## config.mk

```make
export PLATFORM = sky130hd
export DESIGN_NAME = remote_load_resp_flat
export DESIGN_NICKNAME = d
export VERILOG_FILES = /design/src/rtl/remote_load_resp_if.sv /design/src/rtl/remote_load_resp.sv /design/src/flat_wrapper.sv
export SDC_FILE = /design/constraint.sdc
export NUM_CORES = 1
export LEC_CHECK = 0
export CAP_MARGIN = 5
export CORE_MARGIN = 3
export CORE_UTILIZATION = 47
export DETAILED_ROUTE_END_ITERATION = 10
export GPL_ROUTABILITY_DRIVEN = 0
export PLACE_DENSITY = 0.86
export RECOVER_POWER = 25
export SLEW_MARGIN = 20
export SYNTH_ARGS = -nofsm -noshare
export SYNTH_HDL_FRONTEND = slang
export SYNTH_SLANG_ARGS = --single-unit
```

## constraint.sdc

```tcl
create_clock -name clk_i -period 2.66 [get_ports clk_i]
set_input_delay 0.532 -clock clk_i [delete_from_list [all_inputs] [get_ports clk_i]]
set_output_delay 0.532 -clock clk_i [all_outputs]
set_load 0.005 [all_outputs]
```

## src/rtl/remote_load_resp_if.sv

```systemverilog
// Bundles the RX response, issue tracking and writeback/refill ports of remote_load_resp.
// slave is the block's own view; master is the surrounding tile (or a bench).
interface remote_load_resp_if #(
  parameter int data_width_p     = 32,
  parameter int reg_addr_width_p = 5,
  parameter int max_out_p        = 16
);
  localparam int out_width_lp = $clog2(max_out_p + 1);

  logic                        resp_v_i;
  logic [data_width_p-1:0]     resp_data_i;
  logic [reg_addr_width_p-1:0] resp_reg_id_i;
  logic [6:0]                  resp_load_info_i;
  logic                        resp_ready_o;

  logic                        issue_v_i;
  logic [out_width_lp-1:0]     outstanding_o;
  logic                        credit_avail_o;

  logic                        int_wb_v_o;
  logic [reg_addr_width_p-1:0] int_wb_reg_id_o;
  logic [data_width_p-1:0]     int_wb_data_o;
  logic                        int_wb_yumi_i;

  logic                        fp_wb_v_o;
  logic [reg_addr_width_p-1:0] fp_wb_reg_id_o;
  logic [data_width_p-1:0]     fp_wb_data_o;
  logic                        fp_wb_yumi_i;

  logic                        icache_v_o;
  logic [data_width_p-1:0]     icache_data_o;
  logic                        icache_yumi_i;

  modport slave (
    input  resp_v_i, resp_data_i, resp_reg_id_i, resp_load_info_i, issue_v_i,
           int_wb_yumi_i, fp_wb_yumi_i, icache_yumi_i,
    output resp_ready_o, outstanding_o, credit_avail_o,
           int_wb_v_o, int_wb_reg_id_o, int_wb_data_o,
           fp_wb_v_o, fp_wb_reg_id_o, fp_wb_data_o,
           icache_v_o, icache_data_o
  );

  modport master (
    output resp_v_i, resp_data_i, resp_reg_id_i, resp_load_info_i, issue_v_i,
           int_wb_yumi_i, fp_wb_yumi_i, icache_yumi_i,
    input  resp_ready_o, outstanding_o, credit_avail_o,
           int_wb_v_o, int_wb_reg_id_o, int_wb_data_o,
           fp_wb_v_o, fp_wb_reg_id_o, fp_wb_data_o,
           icache_v_o, icache_data_o
  );
endinterface

```

## src/rtl/remote_load_resp.sv

```systemverilog
// Buffers remote load / icache-fetch responses, extracts sub-words and steers them to their consumer.
// Optional macro REMOTE_LOAD_RESP_BYPASS_EN lets a response reaching an empty FIFO appear in the same cycle.
module remote_load_resp #(
  parameter int data_width_p     = 32,
  parameter int reg_addr_width_p = 5,
  parameter int fifo_els_p       = 4,
  parameter int max_out_p        = 16
) (
  input logic                clk_i,
  input logic                reset_n_i,
  remote_load_resp_if.slave  io
);
  localparam int ptr_w_lp = $clog2(fifo_els_p);
  localparam int cnt_w_lp = $clog2(max_out_p + 1);
  localparam logic [cnt_w_lp-1:0] max_cnt_lp = cnt_w_lp'(max_out_p);

  logic [data_width_p-1:0]     data_mem [fifo_els_p];
  logic [reg_addr_width_p-1:0] reg_mem  [fifo_els_p];
  logic [6:0]                  info_mem [fifo_els_p];

  logic [ptr_w_lp:0]           wr_ptr, rd_ptr;
  logic [cnt_w_lp-1:0]         out_cnt;

  logic                        empty, full, ready, enq, bypass_v, head_v;
  logic                        yumi_act, fifo_wr, fifo_rd;
  logic [data_width_p-1:0]     sel_data;
  logic [reg_addr_width_p-1:0] sel_reg;
  logic [6:0]                  sel_info;

  // load_info = {float_wb, icache_fetch, is_unsigned_op, is_byte_op, is_hex_op, part_sel[1:0]}
  function automatic logic [31:0] extract_data(input logic [31:0] d, input logic [6:0] info);
    logic [7:0]  b;
    logic [15:0] h;
    logic        sgn;
    case (info[1:0])
      2'd0:    b = d[7:0];
      2'd1:    b = d[15:8];
      2'd2:    b = d[23:16];
      default: b = d[31:24];
    endcase
    h   = info[1] ? d[31:16] : d[15:0];
    sgn = ~info[4];
    if (info[5] | info[6])
      return d;
    else if (info[3])
      return {{24{sgn & b[7]}}, b};
    else if (info[2])
      return {{16{sgn & h[15]}}, h};
    else
      return d;
  endfunction

  assign empty   = (wr_ptr == rd_ptr);
  assign full    = (wr_ptr[ptr_w_lp-1:0] == rd_ptr[ptr_w_lp-1:0]) &&
                   (wr_ptr[ptr_w_lp] != rd_ptr[ptr_w_lp]);
  assign ready   = reset_n_i & ~full;
  assign enq     = io.resp_v_i & ready;

`ifdef REMOTE_LOAD_RESP_BYPASS_EN
  assign bypass_v = reset_n_i & empty & io.resp_v_i;
`else
  assign bypass_v = 1'b0;
`endif

  assign head_v  = reset_n_i & (~empty | bypass_v);

  assign io.resp_ready_o   = ready;
  assign io.outstanding_o  = reset_n_i ? out_cnt : '0;
  assign io.credit_avail_o = ~reset_n_i | (out_cnt < max_cnt_lp);

  // Head source is the FIFO, or the live input when bypassing an empty FIFO
  always_comb begin
    sel_data = data_mem[rd_ptr[ptr_w_lp-1:0]];
    sel_reg  = reg_mem[rd_ptr[ptr_w_lp-1:0]];
    sel_info = info_mem[rd_ptr[ptr_w_lp-1:0]];
    if (bypass_v) begin
      sel_data = io.resp_data_i;
      sel_reg  = io.resp_reg_id_i;
      sel_info = io.resp_load_info_i;
    end
  end

  always_comb begin
    io.int_wb_v_o      = 1'b0;
    io.int_wb_reg_id_o = '0;
    io.int_wb_data_o   = '0;
    io.fp_wb_v_o       = 1'b0;
    io.fp_wb_reg_id_o  = '0;
    io.fp_wb_data_o    = '0;
    io.icache_v_o      = 1'b0;
    io.icache_data_o   = '0;
    if (head_v) begin
      if (sel_info[5]) begin
        io.icache_v_o    = 1'b1;
        io.icache_data_o = sel_data;
      end else if (sel_info[6]) begin
        io.fp_wb_v_o      = 1'b1;
        io.fp_wb_reg_id_o = sel_reg;
        io.fp_wb_data_o   = sel_data;
      end else begin
        io.int_wb_v_o      = 1'b1;
        io.int_wb_reg_id_o = sel_reg;
        io.int_wb_data_o   = extract_data(sel_data, sel_info);
      end
    end
  end

  assign yumi_act = (io.icache_v_o & io.icache_yumi_i) |
                    (io.fp_wb_v_o  & io.fp_wb_yumi_i)  |
                    (io.int_wb_v_o & io.int_wb_yumi_i);
  assign fifo_rd  = yumi_act & ~empty;
  assign fifo_wr  = enq & ~(bypass_v & yumi_act);

  always_ff @(posedge clk_i) begin
    if (fifo_wr) begin
      data_mem[wr_ptr[ptr_w_lp-1:0]] <= io.resp_data_i;
      reg_mem[wr_ptr[ptr_w_lp-1:0]]  <= io.resp_reg_id_i;
      info_mem[wr_ptr[ptr_w_lp-1:0]] <= io.resp_load_info_i;
    end
  end

  always_ff @(posedge clk_i) begin
    if (!reset_n_i) begin
      wr_ptr <= '0;
      rd_ptr <= '0;
    end else begin
      if (fifo_wr) wr_ptr <= wr_ptr + 1'b1;
      if (fifo_rd) rd_ptr <= rd_ptr + 1'b1;
    end
  end

  // Counter holds rather than wrapping on underflow/overflow
  always_ff @(posedge clk_i) begin
    if (!reset_n_i) begin
      out_cnt <= '0;
    end else if (io.issue_v_i && !enq) begin
      if (out_cnt != max_cnt_lp) out_cnt <= out_cnt + 1'b1;
    end else if (!io.issue_v_i && enq) begin
      if (out_cnt != '0) out_cnt <= out_cnt - 1'b1;
    end
  end

  a_int_yumi:  assert property (@(posedge clk_i) disable iff (!reset_n_i) io.int_wb_yumi_i |-> io.int_wb_v_o);
  a_fp_yumi:   assert property (@(posedge clk_i) disable iff (!reset_n_i) io.fp_wb_yumi_i  |-> io.fp_wb_v_o);
  a_ic_yumi:   assert property (@(posedge clk_i) disable iff (!reset_n_i) io.icache_yumi_i |-> io.icache_v_o);
  a_underflow: assert property (@(posedge clk_i) disable iff (!reset_n_i) (enq && !io.issue_v_i) |-> (out_cnt != '0));
  a_overflow:  assert property (@(posedge clk_i) disable iff (!reset_n_i) (io.issue_v_i && !enq) |-> (out_cnt != max_cnt_lp));
endmodule
```

## src/flat_wrapper.sv

```systemverilog
// flat-port wrapper written by rule: the top's interface ports become plain ports
module remote_load_resp_flat 
#(
  parameter int data_width_p     = 32,
  parameter int reg_addr_width_p = 5,
  parameter int fifo_els_p       = 4,
  parameter int max_out_p        = 16
)
  (clk_i, reset_n_i, io_resp_v_i, io_resp_data_i, io_resp_reg_id_i, io_resp_load_info_i, io_issue_v_i, io_int_wb_yumi_i, io_fp_wb_yumi_i, io_icache_yumi_i, io_resp_ready_o, io_outstanding_o, io_credit_avail_o, io_int_wb_v_o, io_int_wb_reg_id_o, io_int_wb_data_o, io_fp_wb_v_o, io_fp_wb_reg_id_o, io_fp_wb_data_o, io_icache_v_o, io_icache_data_o);
  remote_load_resp_if #(.data_width_p(data_width_p), .reg_addr_width_p(reg_addr_width_p), .max_out_p(max_out_p)) io_i ();
  input logic clk_i;
  input logic reset_n_i;
  input wire logic [$bits(io_i.resp_v_i)-1:0] io_resp_v_i;
  input wire logic [$bits(io_i.resp_data_i)-1:0] io_resp_data_i;
  input wire logic [$bits(io_i.resp_reg_id_i)-1:0] io_resp_reg_id_i;
  input wire logic [$bits(io_i.resp_load_info_i)-1:0] io_resp_load_info_i;
  input wire logic [$bits(io_i.issue_v_i)-1:0] io_issue_v_i;
  input wire logic [$bits(io_i.int_wb_yumi_i)-1:0] io_int_wb_yumi_i;
  input wire logic [$bits(io_i.fp_wb_yumi_i)-1:0] io_fp_wb_yumi_i;
  input wire logic [$bits(io_i.icache_yumi_i)-1:0] io_icache_yumi_i;
  output wire logic [$bits(io_i.resp_ready_o)-1:0] io_resp_ready_o;
  output wire logic [$bits(io_i.outstanding_o)-1:0] io_outstanding_o;
  output wire logic [$bits(io_i.credit_avail_o)-1:0] io_credit_avail_o;
  output wire logic [$bits(io_i.int_wb_v_o)-1:0] io_int_wb_v_o;
  output wire logic [$bits(io_i.int_wb_reg_id_o)-1:0] io_int_wb_reg_id_o;
  output wire logic [$bits(io_i.int_wb_data_o)-1:0] io_int_wb_data_o;
  output wire logic [$bits(io_i.fp_wb_v_o)-1:0] io_fp_wb_v_o;
  output wire logic [$bits(io_i.fp_wb_reg_id_o)-1:0] io_fp_wb_reg_id_o;
  output wire logic [$bits(io_i.fp_wb_data_o)-1:0] io_fp_wb_data_o;
  output wire logic [$bits(io_i.icache_v_o)-1:0] io_icache_v_o;
  output wire logic [$bits(io_i.icache_data_o)-1:0] io_icache_data_o;
  assign io_i.resp_v_i = io_resp_v_i;
  assign io_i.resp_data_i = io_resp_data_i;
  assign io_i.resp_reg_id_i = io_resp_reg_id_i;
  assign io_i.resp_load_info_i = io_resp_load_info_i;
  assign io_i.issue_v_i = io_issue_v_i;
  assign io_i.int_wb_yumi_i = io_int_wb_yumi_i;
  assign io_i.fp_wb_yumi_i = io_fp_wb_yumi_i;
  assign io_i.icache_yumi_i = io_icache_yumi_i;
  assign io_resp_ready_o = io_i.resp_ready_o;
  assign io_outstanding_o = io_i.outstanding_o;
  assign io_credit_avail_o = io_i.credit_avail_o;
  assign io_int_wb_v_o = io_i.int_wb_v_o;
  assign io_int_wb_reg_id_o = io_i.int_wb_reg_id_o;
  assign io_int_wb_data_o = io_i.int_wb_data_o;
  assign io_fp_wb_v_o = io_i.fp_wb_v_o;
  assign io_fp_wb_reg_id_o = io_i.fp_wb_reg_id_o;
  assign io_fp_wb_data_o = io_i.fp_wb_data_o;
  assign io_icache_v_o = io_i.icache_v_o;
  assign io_icache_data_o = io_i.icache_data_o;
  remote_load_resp #(.data_width_p(data_width_p), .reg_addr_width_p(reg_addr_width_p), .fifo_els_p(fifo_els_p), .max_out_p(max_out_p)) u_core (.clk_i(clk_i), .reset_n_i(reset_n_i), .io(io_i));
endmodule
```

Word level (Yosys, flattened, before mapping)

Memories as Yosys holds them, arrays and structs flattened. A register that Yosys moved wholly into a read port is not among the register bits.
Cells that the tools add are included.

Add/subtract/negate cells: 4
Order comparisons: 1
Equal/unequal tests: 7
Mux-type cells: 43
Bitwise gates (word level): 17
Reductions and logical operators: 10

Operators with widths:

| kind                  | number |
|---|---|
| $mux W32              | 11 |
| $mux W5               | 11 |
| $mux W8               | 3 |
| $pmux W8 S3           | 1 |
| $mux W16              | 1 |
| $mux W2               | 6 |
| $mux W1               | 10 |
| $and A1 B1 Y1         | 9 |
| $add A3 B1 Y3 const B | 2 |
| $add A5 B1 Y5 const B | 1 |
| $lt A5 B5 Y1 const B  | 1 |
| $ne A5 B5 Y1 const B  | 1 |
| $reduce_bool A5 Y1    | 1 |
| $sub A5 B1 Y5 const B | 1 |
| $not A1 Y1            | 4 |
| $or A1 B1 Y1          | 4 |
| $reduce_bool A2 Y1    | 2 |
| $eq A3 B3 Y1          | 1 |
| $logic_and A1 B1 Y1   | 3 |
| $reduce_and A3 Y1     | 1 |
| $eq A2 B1 Y1 const B  | 1 |
| $eq A2 B2 Y1          | 1 |
| $eq A2 B2 Y1 const B  | 1 |
| $logic_not A1 Y1      | 2 |
| other kinds (3)       | 3 |

Flip-flop bits (word level): 11
RAM bits: 176
Input port bits: 51
Output and inout port bits: 116
Word-level logic and storage cells: 88
Memories: 3

Memory list:

| memory          | words | bits a word | read ports | clocked after memory_dff | write ports | RTL line               | text |
|---|---|---|---|---|---|---|---|
| u_core.data_mem | 4     | 32          | 1          | 1                        | 1           | remote_load_resp.sv:17 | `logic [data_width_p-1:0] data_mem [fifo_els_p];` |
| u_core.info_mem | 4     | 7           | 1          | 1                        | 1           | remote_load_resp.sv:19 | `logic [6:0] info_mem [fifo_els_p];` |
| u_core.reg_mem  | 4     | 5           | 1          | 1                        | 1           | remote_load_resp.sv:18 | `logic [reg_addr_width_p-1:0] reg_mem [fifo_els_p];` |

Logic depth before layout (Yosys ltp)

Gate-level depths: netlist of run 1.

Word-level depth: 11
Mapped depth: 10

Worst setup path after synthesis of run 1

No wires, ideal clock.

Path kind: input -> register
Start point: input port reset_n_i
End point: memory u_core.data_mem[3][0], enable pin
Setup time: 407 ps
Data arrival time: 2394 ps
Slack: -141 ps
Cell stages on the path: 4
Cells stage by stage: clkbuf_1 > o311a_1 > clkbuf_1 > and2_1

Word-level cells in the longest chain between the ends: 4

Ends and longest elaborated chain:

| what                          | RTL line                | text |
|---|---|---|
| from (decl)                   | flat_wrapper.sv:12      | `input logic reset_n_i;` |
| $and A1 B1 Y1                 | remote_load_resp.sv:56  | `assign ready = reset_n_i & ~full;` |
| $and A1 B1 Y1                 | remote_load_resp.sv:57  | `assign enq = io.resp_v_i & ready;` |
| $mux W1                       | remote_load_resp.sv:115 | `if (fifo_wr) begin` |
| $mux W1 (not written as such) | remote_load_resp.sv:116 | `data_mem[wr_ptr[ptr_w_lp-1:0]] <= io.resp_data_i;` |
| to (decl)                     | remote_load_resp.sv:17  |  |

No other way between the ends.

==> impl_metrics.py, run 1 <==
metrics = {
    "layout": {
        "final_nets": 890,
        "final_util_pct": 74.7,
        "area_growth_syn_to_layout_pct": 53.4,
        "seq_area_um2": 5550,
        "multi_input_area_um2": 3300,
        "drive_gt1_share_pct": 57.3,
        "fill_cells": 925,
    },
    "routing": {
        "drt_iter0_markers": 607,
        "drt_wl_total_mm": 29.9,
        "routed_via_density": 6.07,
        "drc": 0,
        "antenna_left": 0,
        "via_count": 6506,
        "drt_pre_antenna_iters": 5,
        "wl_per_cell_um": 27.9,
    },
    "setup_path": {
        "max_stage_delay_ns": 0.58,
        "cp-end-kind": "output pin",
        "worstPathArrival_ns": 2.84,
        "cp.required_ns": 2.13,
        "crit_path_start_kind": "register",
        "cp_top_family": "multiplexers",
        "critPathSlowestCell": "mux4_2",
        "cp_max_fo": 6,
        "timing_worst_setup_path_type": "reg2out",
        "cp_num_buf_inv": 5,
        "crit_chain": "buf_8 > buf_12 > mux4_2 > mux4_2 > nor2_4 > nand3b_4 > buf_12 > buf_8 > a21oi_2 > buf_2",
    },
    "synthesis": {
        "ys_seq_elements": 189,
        "synth_top_area_cell": "edfxtp_1",
        "synth_flop_cell": "edfxtp_1",
        "synthesis.nets": 583,
        "yosysWarnings": 0,
        "synth_cell_type_count": 50,
        "synth_area_leaders": "edfxtp_1 62%, mux4_2 13%, and2_1 5.9%",
        "synth_top_area_share_pct": 61.6,
        "synth-seq-area-share_pct": 64.7,
        "syn-instance-count": 523,
        "avgSynthCellArea_um2": 16.4,
        "synth-edff-count": 176,
        "syn-cell-area_um2": 8570,
        "async_flop_share_pct": 0,
    },
    "timing": {
        "setup_viol": 109,
        "drv_slew": 0,
        "finalClockSkew_ns": 0.0124,
        "max_freq_mhz": 296,
        "fin_crit_sh_pct": 127,
        "grt_setup_unrepaired": "yes",
        "final_hold_viol_count": 0,
        "tightest_slew_ns": 0.703,
        "setup_ws_ns": -0.714,
        "max_slew_margin_pct": 51.8,
        "min_period_ns": 3.37,
    },
    "grt": {
        "grt_max_degree": 26,
        "first_global_vias": 6746,
        "grt_pass1_wl_mm": 42.3,
        "grt_usage_pct": 28.9,
        "antenna_found_initial": 4,
        "overflow": 0,
    },
    "clock_tree": {
        "cts_tree": "yes",
        "cts_buffer_depth": 2,
        "cts.sinks": 189,
        "clkTransAtPathRegs_ns": 0.07,
        "postCtsHoldBufs": 0,
        "cts-root-buf": "clkbuf_16",
        "numCtsBuffers": 17,
        "clock_latency_ns": 0.43,
        "htreeDepth": 4,
    },
    "floorplan": {
        "ioPinCount": 167,
        "die_w_um": 141,
        "initial_utilization_pct": 48.7,
        "die_area_um2": 19900,
        "die_y_um": 141,
        "fp-row-count": 48,
        "core-area_um2": 17600,
    },
    "status": {
        "violations": "negative setup slack",
        "status": "complete, but fails checks",
    },
    "power": {
        "power.total_uw": 11600,
        "powerDensity_nw_per_um2": 883,
        "leakage_uw": 0.00502,
        "vdd_drop_max_uv": 563,
    },
    "job": {
        "maxCapViolations": 0,
    },
    "place": {
        "dp_hpwl_mm": 16.5,
        "port_buffers": 166,
    },
    "min_path": {
        "hold_class": "reg2reg",
    },
}
[Yosys cell counts, types with 2 or more instances]
library cell / number
a21oi_2: 10
clkbuf_1: 13
nor2_1: 18
buf_6: 6
xor2_1: 3
mux2_1: 2
buf_1: 2
ha_1: 8
nor2b_1: 5
nand2_1: 26
a21oi_1: 16
xnor2_1: 6
buf_2: 7
a211oi_1: 8
mux4_2: 49
inv_2: 2
mux2i_1: 27
and2_1: 81
mux2_2: 2
nor3_1: 3
dfxtp_1: 13
o31ai_1: 4
o21ai_0: 2
edfxtp_1: 176
inv_1: 9
[per-layer routing]
metal  share of wire (%)  GRT usage [%]  wire, um
met1                  35           34.6     10400
met2                  50           49.0     14900
met3                 9.7           6.92      2910
met4                 5.8           14.8      1730
met5               0.023              0         7
[worst register-to-register path: cells and delay by family, from the launching register on]
family                 cells  cell delay (ns)
AOI/OAI and AO/OA          1             0.22
and+or+nand+nor            2             0.64
muxes                      2             0.68
DFF                        1             0.39
buffers and inverters      4             0.52
[worst paths after layout]
path	from	to	slack, ns	depth (start not counted)
setup / recovery	register	io_int_wb_data_o[13]	-0.71	10
hold / removal	u_core.rd_ptr[2]$_SDFFE_PN0P_	u_core.rd_ptr[2]$_SDFFE_PN0P_	0.51	1
setup reg to reg	register	u_core.rd_ptr[2]$_SDFFE_PN0P_	0.09	9
hold reg to reg	u_core.rd_ptr[2]$_SDFFE_PN0P_	u_core.rd_ptr[2]$_SDFFE_PN0P_	0.51	1
[where the power goes]
| part | switching [uW] | internal [uW] |
|---|---|---|
| combinational | 2530 | 2860 |
| sequential | 84.7 | 3380 |
| clock | 1160 | 1600 |
[sequential cells by signal (all words and copies together) (netlist names), named ones only]
name and cells:
u_core.wr_ptr 3, u_core.info_mem 28, u_core.data_mem 128, u_core.rd_ptr 3
u_core.reg_mem 20, u_core.out_cnt 5
[layout make-up]
type	instances	share of cell area, %
clock inverter	14	1.56
clock buffer	18	3.26
antenna	4	0.0761
inverter	11	0.333
tap	225	2.14
sequential	189	42.2
multi-input combinational	293	25.1
timing repair buffer	318	25.4
[metrics by stage]
stage | hold slack, ns | setup TNS [ns] | worst slack, ns | area (um^2) | std cells
floorplan | 0.449 | 0 | 0.0900 | 8580 | 523
global route | 0.543 | -52.70 | -0.775 | 13100 | 1071
detailed placement | 0.488 | -43.63 | -0.585 | 11200 | 971
global placement | 0.458 | -39.03 | -0.532 | 11200 | 971
finish | 0.510 | -46.56 | -0.714 | 13200 | 1072
CTS | 0.502 | -49.14 | -0.629 | 12800 | 1059
[what timing repair did]
action,4_1_cts,5_1_grt
hold endpoints to repair,0,0
resized for setup,474,256
setup endpoints to repair,109,110
pin swaps,31,50
setup buffers,54,31
gates cloned,9,2
[layout by cell type (no fill, tap or decap), types with 2 or more instances in the layout]
| master | n |
|---|---|
| buf_2 | 32 |
| dlygate4sd3_1 | 25 |
| ha_1 | 8 |
| mux2i_2 | 5 |
| nor2_1 | 9 |
| xor2_1 | 3 |
| o21ai_0 | 2 |
| o31ai_1 | 4 |
| mux2i_4 | 6 |
| mux2i_1 | 16 |
| nor2_2 | 6 |
| inv_6 | 3 |
| clkbuf_16 | 19 |
| a21oi_2 | 17 |
| xnor2_1 | 6 |
| nor2b_1 | 4 |
| dfxtp_1 | 11 |
| nand2_1 | 25 |
| inv_1 | 9 |
| mux4_2 | 49 |
| a21oi_1 | 3 |
| a211oi_2 | 6 |
| a21oi_4 | 7 |
| clkdlybuf4s50_1 | 32 |
| clkbuf_2 | 5 |
| nor3_1 | 2 |
| bufinv_16 | 4 |
| buf_4 | 66 |
| diode_2 | 4 |
| buf_6 | 119 |
| and2_1 | 6 |
| edfxtp_1 | 176 |
| nor2_4 | 4 |
| buf_12 | 25 |
| and2_4 | 71 |
| buf_8 | 11 |
| inv_8 | 3 |
| and2_2 | 4 |
| mux2_4 | 4 |
[cell families after synthesis]
| logic type | Yosys count | synth area share, % |
|---|---|---|
| xor+xnor | 9 | 0.919 |
| simple gates | 143 | 9.43 |
| flops | 189 | 64.7 |
| buf+inv | 41 | 2.60 |
| mux | 81 | 16.7 |
| fa+ha+maj | 9 | 1.40 |
| compound gates | 51 | 4.26 |
No activity file was read; power rests on OpenSTA's default activity.
==> inputs of run 2 (changes only) <==
PLACE_DENSITY = 0.79   (was 0.86)
==> run 2 against run 1 <==
Against the previous run:
- critical path type unchanged
- via count is 6.1% lower
- critical endpoint is now io_int_wb_data_o[28]
- sequential share of layout area up 2.5 points
- setup slack improved by 0.074 ns
- flip-flop and latch count unchanged
- the run still ends with negative setup slack left
- sequential power about the same
- combinational power shrank 15%
- non-clock buffer count decreased by 13
- largest cell class unchanged
- global-route usage fell by 3.0 points
- die area did not move
==> impl_metrics.py, run 2 (synthesized netlist as in run 1, its figures left out) <==
metrics = {
    "status": {
        "status": "complete, but fails checks",
        "violations": "negative setup slack",
    },
    "grt": {
        "grt_max_degree": 45,
        "first_global_vias": 6218,
        "grt_pass1_wl_mm": 38.3,
        "antenna_found_initial": 1,
        "overflow": 0,
        "grt_usage_pct": 26.0,
    },
    "clock_tree": {
        "htreeDepth": 4,
        "clock_latency_ns": 0.43,
        "clkTransAtPathRegs_ns": 0.07,
        "cts.sinks": 189,
        "cts_buffer_depth": 2,
        "cts-root-buf": "clkbuf_16",
        "numCtsBuffers": 17,
        "cts_tree": "yes",
    },
    "place": {
        "dp_hpwl_mm": 15.7,
        "port_buffers": 166,
    },
    "layout": {
        "final_common_cell": "edfxtp_1",
        "fill_cells": 1071,
        "final_util_pct": 70.5,
        "final_cell_mix": "176 x edfxtp_1, 80 x buf_4, 70 x buf_6",
        "largest_reg_flops": 128,
        "num_antenna_cells": 0,
        "final_nets": 877,
        "area_growth_syn_to_layout_pct": 44.7,
        "drive_gt1_share_pct": 50.5,
    },
    "floorplan": {
        "initial_utilization_pct": 48.7,
        "ioPinCount": 167,
        "core-area_um2": 17600,
        "die_w_um": 141,
        "die_y_um": 141,
        "die_area_um2": 19900,
        "fp-row-count": 48,
    },
    "timing": {
        "tightest_slew_ns": 0.749,
        "max_freq_mhz": 303,
        "finalClockSkew_ns": 0.00879,
        "fin_crit_sh_pct": 124,
        "min_period_ns": 3.30,
        "max_slew_margin_pct": 49.6,
        "setup_ws_ns": -0.640,
        "final_hold_viol_count": 0,
        "setup_viol": 109,
        "grt_setup_unrepaired": "yes",
        "setup_tns_ns": -46.51,
        "drv_slew": 0,
    },
    "job": {
        "maxCapViolations": 0,
    },
    "routing": {
        "drt_wl_total_mm": 25.7,
        "drt_pre_antenna_iters": 5,
        "via_count": 6112,
        "routed_via_density": 5.79,
        "wl_per_cell_um": 24.3,
        "antenna_left": 0,
        "drt_iter0_markers": 747,
        "drc": 0,
    },
    "power": {
        "vdd_drop_max_uv": 633,
        "leakage_uw": 0.00482,
        "powerDensity_nw_per_um2": 842,
    },
    "setup_path": {
        "cp_max_fo": 8,
        "crit_path_start_kind": "register",
        "cp.required_ns": 2.13,
        "worstPathArrival_ns": 2.77,
        "timing_worst_setup_path_type": "reg2out",
        "cp-end-kind": "output pin",
    },
    "min_path": {
        "hold_class": "reg2reg",
    },
}
run 2: cell count changes in the layout (fill, tap and decap cells not counted), moves of 7 or more:
| cell | previous run | this run |
|---|---|---|
| buf_6 | 119 | 70 |
| buf_2 | 32 | 64 |
| and2_1 | 6 | 37 |
| and2_4 | 71 | 40 |
| buf_4 | 66 | 80 |
| buf_12 | 25 | 16 |
| buf_8 | 11 | 2 |
| mux2i_1 | 16 | 25 |
| clkdlybuf4s15_1 | 0 | 7 |
run 2: layout make-up:
cell class | instances | area [um^2] | share of cell area [%]
Inverter | 11 | 41.3 | 0.333
Clock buffer | 17 | 425 | 3.43
Multi-Input combinational cell | 293 | 3080 | 24.8
Tap cell | 225 | 282 | 2.27
Timing Repair Buffer | 305 | 2890 | 23.3
Clock inverter | 15 | 136 | 1.10
Sequential cell | 189 | 5550 | 44.7
run 2: metrics by stage:
step / hold slack [ns] / cell area [um^2] / std cells / total power [uW] / setup WS [ns]
floorplan: 0.449 / 8580 / 523 / 5430 / 0.0900
global placement: 0.463 / 11100 / 962 / 6960 / -0.491
detailed placement: 0.481 / 11100 / 962 / 7040 / -0.558
CTS: 0.490 / 12300 / 1049 / 10100 / -0.585
global route: 0.555 / 12400 / 1055 / 10800 / -0.690
finish: 0.492 / 12400 / 1055 / 10400 / -0.640
run 2: where the power goes:
part / leakage, uW / switching (uW) / internal (uW) / total (uW)
sequential: 0.00171 / 76.8 / 3370 / 3450
combinational: 0.00285 / 2160 / 2440 / 4600
clock: 0.000267 / 1170 / 1220 / 2400
run 2: worst max-delay path: stages (launching register included):
cell      delay [ns]
dfxtp_4         0.37
buf_12          0.13
mux4_2          0.55
mux4_2          0.50
nor2_2          0.12
nand3b_4        0.24
buf_12          0.16
buf_6           0.10
a21oi_2         0.03
buf_2           0.13
run 2: final timing paths:
kind / startpoint / endpoint / slack, ns / depth (start not counted)
max: register / io_int_wb_data_o[28] / -0.64 / 9
min: u_core.rd_ptr[2]$_SDFFE_PN0P_ / u_core.rd_ptr[2]$_SDFFE_PN0P_ / 0.49 / 1
max reg2reg: u_core.wr_ptr[1]$_SDFFE_PN0P_ / u_core.out_cnt[4]$_SDFFE_PN0P_ / 0.15 / 11
min reg2reg: u_core.rd_ptr[2]$_SDFFE_PN0P_ / u_core.rd_ptr[2]$_SDFFE_PN0P_ / 0.49 / 1
run 2: what timing repair did:
item | in CTS | in global routing
resized for setup | 561 | 28
hold buffers | 0 | 0
buffers inserted | 48 | 7
setup endpoints to repair | 109 | 110
pin swaps | 47 | 6
gates cloned | 9 | 0
run 2: per-layer routing:
layer	wire, um	up-vias	global-route usage [%]
li1	-	2607	-
met5	11	-	0
met3	2140	80	6.78
met4	958	2	10.1
met2	13100	375	43.8
met1	9400	3048	32.2
